==> config.mk <==
export PLATFORM = sky130hd
export DESIGN_NAME = target_placer
export DESIGN_NICKNAME = d
export VERILOG_FILES = /design/src/rtl/target_placer.sv
export SDC_FILE = /design/constraint.sdc
export NUM_CORES = 1
export LEC_CHECK = 0
export CORE_MARGIN = 5
export CORE_UTILIZATION = 46
export CTS_CLUSTER_SIZE = 14
export DETAILED_ROUTE_END_ITERATION = 10
export PLACE_DENSITY = 0.79
export SETUP_SLACK_MARGIN = 0.15
export SLEW_MARGIN = 20
export SYNTH_ARGS = -nofsm -noshare
export SYNTH_HDL_FRONTEND = slang
export SYNTH_SLANG_ARGS = --single-unit
==> constraint.sdc <==
create_clock -name CLK -period 2.32 [get_ports CLK]
set_clock_uncertainty 0.15 [all_clocks]
set_input_delay 0.348 -clock CLK [delete_from_list [all_inputs] [get_ports CLK]]
set_output_delay 0.348 -clock CLK [all_outputs]
set_load 0.05 [all_outputs]
==> src/rtl/target_placer.sv <==
// target_placer
//   Owns the snake's target position. On an eat event it requests a random
//   address from the target generator, folds it into the playfield and,
//   when body-collision checking is compiled in, asks the body tracker
//   whether the cell is occupied. It then commits the address as the new
//   target. It also keeps a saturating score of eaten targets.
//
//   Build option: define TARGET_COLLISION_CHECK_EN to compile in the QUERY
//   state, the retry counter and the forced-placement strobe. Without it,
//   FOLD goes straight to COMMIT and the query/forced outputs are tied to 0.
//
//   Ports
//     CLK, RESET     clock, synchronous active-high reset
//     EAT            one-cycle pulse: head reached the target
//     RND_ADDR       random address {x[7:0], y[6:0]} from the generator
//     TRG_REQ        generator request; RND_ADDR is captured in this cycle
//     QRY_VALID      body-occupancy query strobe, QRY_ADDR = address queried
//     QRY_DONE       query response strobe, QRY_HIT = cell occupied
//     TARGET_ADDR    committed target {x, y}, TARGET_VALID = address is current
//     SCORE          saturating count of targets eaten
//     PLACE_FORCED   one-cycle pulse: committed despite a hit on the last try
module target_placer #(
  parameter int X_MAX     = 160,
  parameter int Y_MAX     = 120,
  parameter int INIT_X    = 80,
  parameter int INIT_Y    = 60,
  parameter int MAX_TRIES = 8,
  parameter int SCORE_W   = 8
) (
  input  logic               CLK,
  input  logic               RESET,
  input  logic               EAT,
  input  logic [14:0]        RND_ADDR,
  output logic               TRG_REQ,
  output logic               QRY_VALID,
  output logic [14:0]        QRY_ADDR,
  input  logic               QRY_DONE,
  input  logic               QRY_HIT,
  output logic [14:0]        TARGET_ADDR,
  output logic               TARGET_VALID,
  output logic [SCORE_W-1:0] SCORE,
  output logic               PLACE_FORCED
);

  typedef enum logic [2:0] {
    IDLE   = 3'd0,
    REQ    = 3'd1,
    FOLD   = 3'd2,
    QUERY  = 3'd3,
    COMMIT = 3'd4
  } state_t;

  localparam logic [7:0]         X_LIM     = 8'(X_MAX);
  localparam logic [6:0]         Y_LIM     = 7'(Y_MAX);
  localparam logic [14:0]        INIT_ADDR = {8'(INIT_X), 7'(INIT_Y)};
  localparam logic [SCORE_W-1:0] SCORE_MAX = {SCORE_W{1'b1}};

`ifdef TARGET_COLLISION_CHECK_EN
  localparam int             TRY_W    = (MAX_TRIES > 1) ? $clog2(MAX_TRIES) : 1;
  localparam logic [TRY_W-1:0] LAST_TRY = TRY_W'(MAX_TRIES - 1);
  logic [TRY_W-1:0] tries_r;
  logic             forced_r;
`else
  localparam int unused_tries_p = MAX_TRIES;
  logic unused_s;
  assign unused_s = QRY_DONE ^ QRY_HIT;
`endif

  state_t      state_r;
  logic [14:0] candidate_r;

  // Wrap a raw generator address into the playfield. Both coordinates are
  // below twice their limit, so one subtraction always lands in range.
  function automatic logic [14:0] fold_addr(input logic [14:0] raw);
    logic [7:0] fx;
    logic [6:0] fy;
    fx = raw[14:7];
    fy = raw[6:0];
    if (fx >= X_LIM) begin
      fx = fx - X_LIM;
    end else begin
      fx = fx;
    end
    if (fy >= Y_LIM) begin
      fy = fy - Y_LIM;
    end else begin
      fy = fy;
    end
    return {fx, fy};
  endfunction

  // Placement state machine, target register and score counter.
  always_ff @(posedge CLK) begin
    if (RESET) begin
      state_r      <= IDLE;
      TARGET_ADDR  <= INIT_ADDR;
      TARGET_VALID <= 1'b1;
      SCORE        <= '0;
      candidate_r  <= 15'd0;
`ifdef TARGET_COLLISION_CHECK_EN
      tries_r      <= '0;
      forced_r     <= 1'b0;
`endif
    end else begin
      case (state_r)
        IDLE: begin
          if (EAT) begin
            state_r      <= REQ;
            TARGET_VALID <= 1'b0;
`ifdef TARGET_COLLISION_CHECK_EN
            tries_r      <= '0;
            forced_r     <= 1'b0;
`endif
            if (SCORE != SCORE_MAX) begin
              SCORE <= SCORE + SCORE_W'(1);
            end
          end
        end
        REQ: begin
          candidate_r <= RND_ADDR;
          state_r     <= FOLD;
        end
        FOLD: begin
          candidate_r <= fold_addr(candidate_r);
`ifdef TARGET_COLLISION_CHECK_EN
          state_r     <= QUERY;
`else
          state_r     <= COMMIT;
`endif
        end
`ifdef TARGET_COLLISION_CHECK_EN
        QUERY: begin
          if (QRY_DONE) begin
            if (!QRY_HIT) begin
              state_r <= COMMIT;
            end else if (tries_r == LAST_TRY) begin
              // Out of attempts: keep the last candidate and flag it.
              forced_r <= 1'b1;
              state_r  <= COMMIT;
            end else begin
              tries_r <= tries_r + TRY_W'(1);
              state_r <= REQ;
            end
          end
        end
`endif
        COMMIT: begin
          TARGET_ADDR  <= candidate_r;
          TARGET_VALID <= 1'b1;
          state_r      <= IDLE;
        end
        default: begin
          state_r <= IDLE;
        end
      endcase
    end
  end

  // Strobes decoded from the state register.
  always_comb begin
    TRG_REQ = (state_r == REQ);
`ifdef TARGET_COLLISION_CHECK_EN
    QRY_VALID    = (state_r == QUERY);
    QRY_ADDR     = candidate_r;
    PLACE_FORCED = (state_r == COMMIT) && forced_r;
`else
    QRY_VALID    = 1'b0;
    QRY_ADDR     = 15'd0;
    PLACE_FORCED = 1'b0;
`endif
  end

endmodule

## Yosys cells after proc, flatten, opt, wreduce, memory -nomap -nowiden

Cells that the tools add are included.
W data, S select, Z words.

| cells by class | value |
|---|---|
| add/sub/neg operators | 3 |
| multipliers | 0 |
| divide/modulo/power cells | 0 |
| order comparisons | 2 |
| equality and inequality tests | 7 |
| shift operators | 0 |
| mux-type cells | 7 |
| bitwise operators | 0 |
| reduce and logical (&&, ||, !) cells | 7 |

Operators with widths:

| kind | number |
|---|---|
| $pmux W15 S2 | 1 |
| $pmux W3 S3 | 1 |
| $add A8 B1 Y8 const B | 1 |
| $ge A8 B8 Y1 const B | 1 |
| $mux W8 | 1 |
| $ne A8 B8 Y1 const B | 1 |
| $sub A8 B8 Y8 const B | 1 |
| $ge A7 B7 Y1 const B | 1 |
| $mux W7 | 1 |
| $sub A7 B7 Y7 const B | 1 |
| $ne A2 B2 Y1 const B | 3 |
| $reduce_and A2 Y1 | 3 |
| $reduce_bool A2 Y1 | 2 |
| $eq A3 B1 Y1 const B | 1 |
| $eq A3 B2 Y1 const B | 1 |
| $eq A3 B3 Y1 const B | 1 |
| $logic_not A3 Y1 | 1 |
| $mux W3 | 1 |
| $reduce_and A3 Y1 | 1 |
| $pmux W1 S2 | 1 |
| $mux W1 | 1 |

| storage, ports and cells | value |
|---|---|
| flip-flop bits (word level) | 42 |
| bits in latches | 0 |
| bits in writable memories | 0 |
| memory bits (read-only) | 0 |
| input port bits | 20 |
| output and inout bits | 42 |
| word-level logic and storage cells | 32 |
| memories kept | 0 |

## Depth between registers and ports, before layout

| logic depth | value |
|---|---|
| depth in word-level cells | 3 |
| gate-level depth with buffers | 7 |
| mapped depth without buffers | 6 |

## Worst setup path before layout

No wires, ideal clock.

| timing path | value |
|---|---|
| kind | register to register |
| from | register SCORE[0] |
| to | register SCORE[7] |
| setup time | 115 ps |
| data arrival time | 1616 ps |
| data required time | 2055 ps |
| setup slack | 439 ps |
| stages on the path, launching flop included | 6 |
| path buffers | 0 |
| period minus slack after synthesis | 1881 ps |
| cells stage by stage | dfxtp_1 > ha_1 > nand3_1 > o211ai_1 > nor3_1 > o21ba_1 |

| on the way | value |
|---|---|
| word-level cells in the longest chain between the ends | 2 |
| elaborated cells on any way between the ends | 3 |
| those cells by class | 1 x add/sub; 1 x eq/ne; 1 x reduce/logical |

Ends and longest elaborated chain:

| item | RTL line | RTL |
|---|---|---|
| start, declared | 41 | `output logic [SCORE_W-1:0] SCORE,` |
| start signal, assigned | 115 | `SCORE <= SCORE + SCORE_W'(1);` |
| parallel branches: the longest is 2 deep, another holds $add A8 B1 Y8 | n/a |  |

Parallel ways; which one is timed is not known.
A chain may end at the register's enable or synchronous reset.

## Final worst setup path

| timing path | value |
|---|---|
| from | register SCORE[3] |
| to | output port SCORE[3] |

No word-level cell between the ends.

==> results.json <==
{
  "die_h_um": 75.2,
  "io_pins": 62,
  "cp-end-kind": "primary output",
  "nNetsFinal": 298,
  "comb_power_share_pct": 17.3,
  "clock_latency_ns": 0.29,
  "critical_path_arrival_ns": 1.55,
  "die_w_um": 75.2,
  "finalSetupTns_ns": 0,
  "clockPowerShare_pct": 31.5,
  "cts.repair.resized": 0,
  "run_status": "finished clean",
  "ys.warnings.count": 0,
  "crit_fanout": 5,
  "p_switching_uw": 422,
  "critPathMaxStageDelay_ns": 0.84,
  "relSlewSlack_pct": 61.2,
  "worstPathCellList": "clkdlybuf4s50_1",
  "fin_hold_ws_ns": 0.304,
  "num_rows": 23,
  "netlist.area_leader.share_pct": 43.0,
  "rsz0062_at_grt": "false",
  "ys.flop_type": "dfxtp_1",
  "startpoint_type": "flop",
  "maxSlewViolCount": 0,
  "overflow": 0,
  "p_int_uw": 1080,
  "syn-cell-area_um2": 1950,
  "cpLargestDelayFamily": "buffers and inverters",
  "routed_wl_um": 3990,
  "min_period_over_period_pct": 88.2,
  "cts_setup_buffers": 0,
  "ys_seq_area_share_pct": 43.0,
  "vias_per_cell": 4.94,
  "cts.sinks": 42,
  "syn2layout_area_growth_pct": 26.6,
  "cts_tree": "yes",
  "portBuffers": 42,
  "synth_top_cell_by_area": "dfxtp_1",
  "finalHoldViolations": 0,
  "synth_edf_count": 0,
  "cts_hold_buf": 0,
  "p_sw_share_pct": 28.1,
  "period_minus_slack_ns": 2.05,
  "die-area_um2": 5650,
  "cp_num_buf_inv": 1,
  "ir_worst_vdd_mv": 0.273,
  "hp-class": "flop to flop",
  "core_area_um2": 4060,
  "fill_cells": 359,
  "cellLeakagePower_uw": 0.000964,
  "grt_usage_pct": 14.8,
  "setup_viol": 0,
  "final_layout_size_suffix_gt1_share_pct": 7.61,
  "grt_pass1_wl_um": 6410,
  "drv_cap": 0,
  "synthTopCellsByArea": "dfxtp_1 (43%), nand2_1 (9.2%), buf_4 (7.7%)",
  "fin_area_um2": 2470,
  "p_per_area_nw_per_um2": 606,
  "wl_per_cell_um": 12.2,
  "cts-root-buf": "clkbuf_8",
  "antenna_found_initial": 0,
  "cts_max_level": 2,
  "firstDrtPassIters": 4,
  "synth_cells": 231,
  "postSynth.asyncResetShare_pct": 0,
  "fmax_ghz": 0.489,
  "clockBufferDepth": 2,
  "ys_ff_latch": 42,
  "syn_avg_cell_area_um2": 8.46,
  "crit_path_top_delay_cell": "clkdlybuf4s50_1",
  "crit_required_ns": 1.82,
  "place_congestion": 0.903,
  "drtIter0Drc": 67,
  "num_antenna_cells": 0,
  "route.detailed.drc": 0,
  "cts_buffers": 5,
  "first_global_vias": 1519,
  "grt_max_degree": 26,
  "dpl_cell_area_um2": 2380,
  "power_uw": 1500,
  "worst_slew_pin_slew_ns": 0.582,
  "power_frac_seq_pct": 51.3,
  "ant_nets": 0,
  "initial_utilization_pct": 48.2,
  "via_count": 1610,
  "synthDistinctLibCells": 43,
  "critical_path_class": "flop to primary output",
  "clk_pin_slew_ns": 0.07,
  "dp_hpwl_um": 2930
}
-- power groups by stage --
stage	Sequential, µW	Clock [µW]	Combinational, µW
floorplan	808	0	177
global placement	784	0	257
detailed placement	785	0	260
CTS	768	491	261
global route	772	514	279
finish	769	472	259
-- cells in the final DEF (no fill, tap or decap), types with 2 or more instances in the layout --
master / instances
o21ai_0: 4
a31oi_1: 2
clkdlybuf4s50_1: 41
and2b_1: 2
inv_1: 5
xor2_1: 6
nand2b_1: 2
a21oi_2: 2
clkbuf_8: 6
nand3_1: 3
a21oi_1: 21
o21a_1: 2
o211ai_1: 4
nand2_1: 48
nor2_1: 15
and3_1: 2
buf_4: 6
dfxtp_1: 42
mux2i_1: 3
nand4_1: 2
nor2b_1: 4
a211oi_1: 4
ha_1: 3
buf_12: 2
nor3_1: 2
and2_1: 3
nand3b_1: 6
conb_1: 17
-- state kept, by name, indices dropped and copies added (netlist names) --
register	flops
SCORE	8
TARGET_ADDR	15
candidate_r	15
TARGET_VALID	1
state_r	3
-- logic make-up (layout without fill, tap and decap cells) --
group           count (synthesis)  in the layout  share of synthesized area (%)
xor+xnor                        7              7                           3.14
buf+inv                        33             62                           10.6
simple gates                   95             95                           24.1
flops                          42             42                           43.0
mux                             4              4                           2.11
other cells                     1             17                          0.192
compound gates                 46             46                           14.9
fa+ha+maj                       3              3                           1.92
-- Yosys cell counts, types with 3 or more instances --
cell / instances
ha_1: 3
o211ai_1: 4
clkbuf_1: 6
dfxtp_1: 42
a21oi_1: 21
nand2_1: 48
mux2i_1: 3
nand3b_1: 6
a211oi_1: 4
xor2_1: 6
nand3_1: 3
o21ai_0: 4
inv_1: 5
nor2b_1: 4
and2_1: 3
nor2_1: 15
buf_4: 20
-- final timing paths --
kind         slack, ns                   startpoint  cells past startpoint                          end
min               0.30  candidate_r[7]$_SDFFE_PP0P_                      2  TARGET_ADDR[7]$_SDFFE_PP0P_
max reg2reg       0.50      state_r[1]$_SDFFE_PP0P_                      5  candidate_r[5]$_SDFFE_PP0P_
min reg2reg       0.30  candidate_r[7]$_SDFFE_PP0P_                      2  TARGET_ADDR[7]$_SDFFE_PP0P_
max               0.27        SCORE[3]$_SDFFE_PP0P_                      1                     SCORE[3]
-- layout make-up --
type	instances	area (µm²)	share of cell area (%)
multi-input combinational	172	966	39.0
sequential	42	841	34.0
timing repair buffer	49	495	20.0
clock buffer	7	86.3	3.49
tap	50	62.6	2.53
inverter	5	18.8	0.758
clock inverter	1	5.00	0.202
-- stage by stage --
stage | worst slack [ns] | util (%) | std cells
detailed placement | 0.435 | 58.7 | 318
floorplan | 0.439 | - | 247
global route | 0.210 | 61.0 | 326
finish | 0.274 | 61.0 | 326
CTS | 0.263 | 61.0 | 326
global placement | 0.443 | 58.7 | 318
-- layer usage --
layer | track usage (%) | wire, µm | vias up
li1 | - | - | 830
met1 | 18.0 | 1740 | 726
met2 | 24.5 | 1900 | 48
met3 | 4.14 | 297 | 6
met4 | 6.41 | 54 | 0
met5 | 0 | 0 | -
No activity file was read; power rests on OpenSTA's default activity.
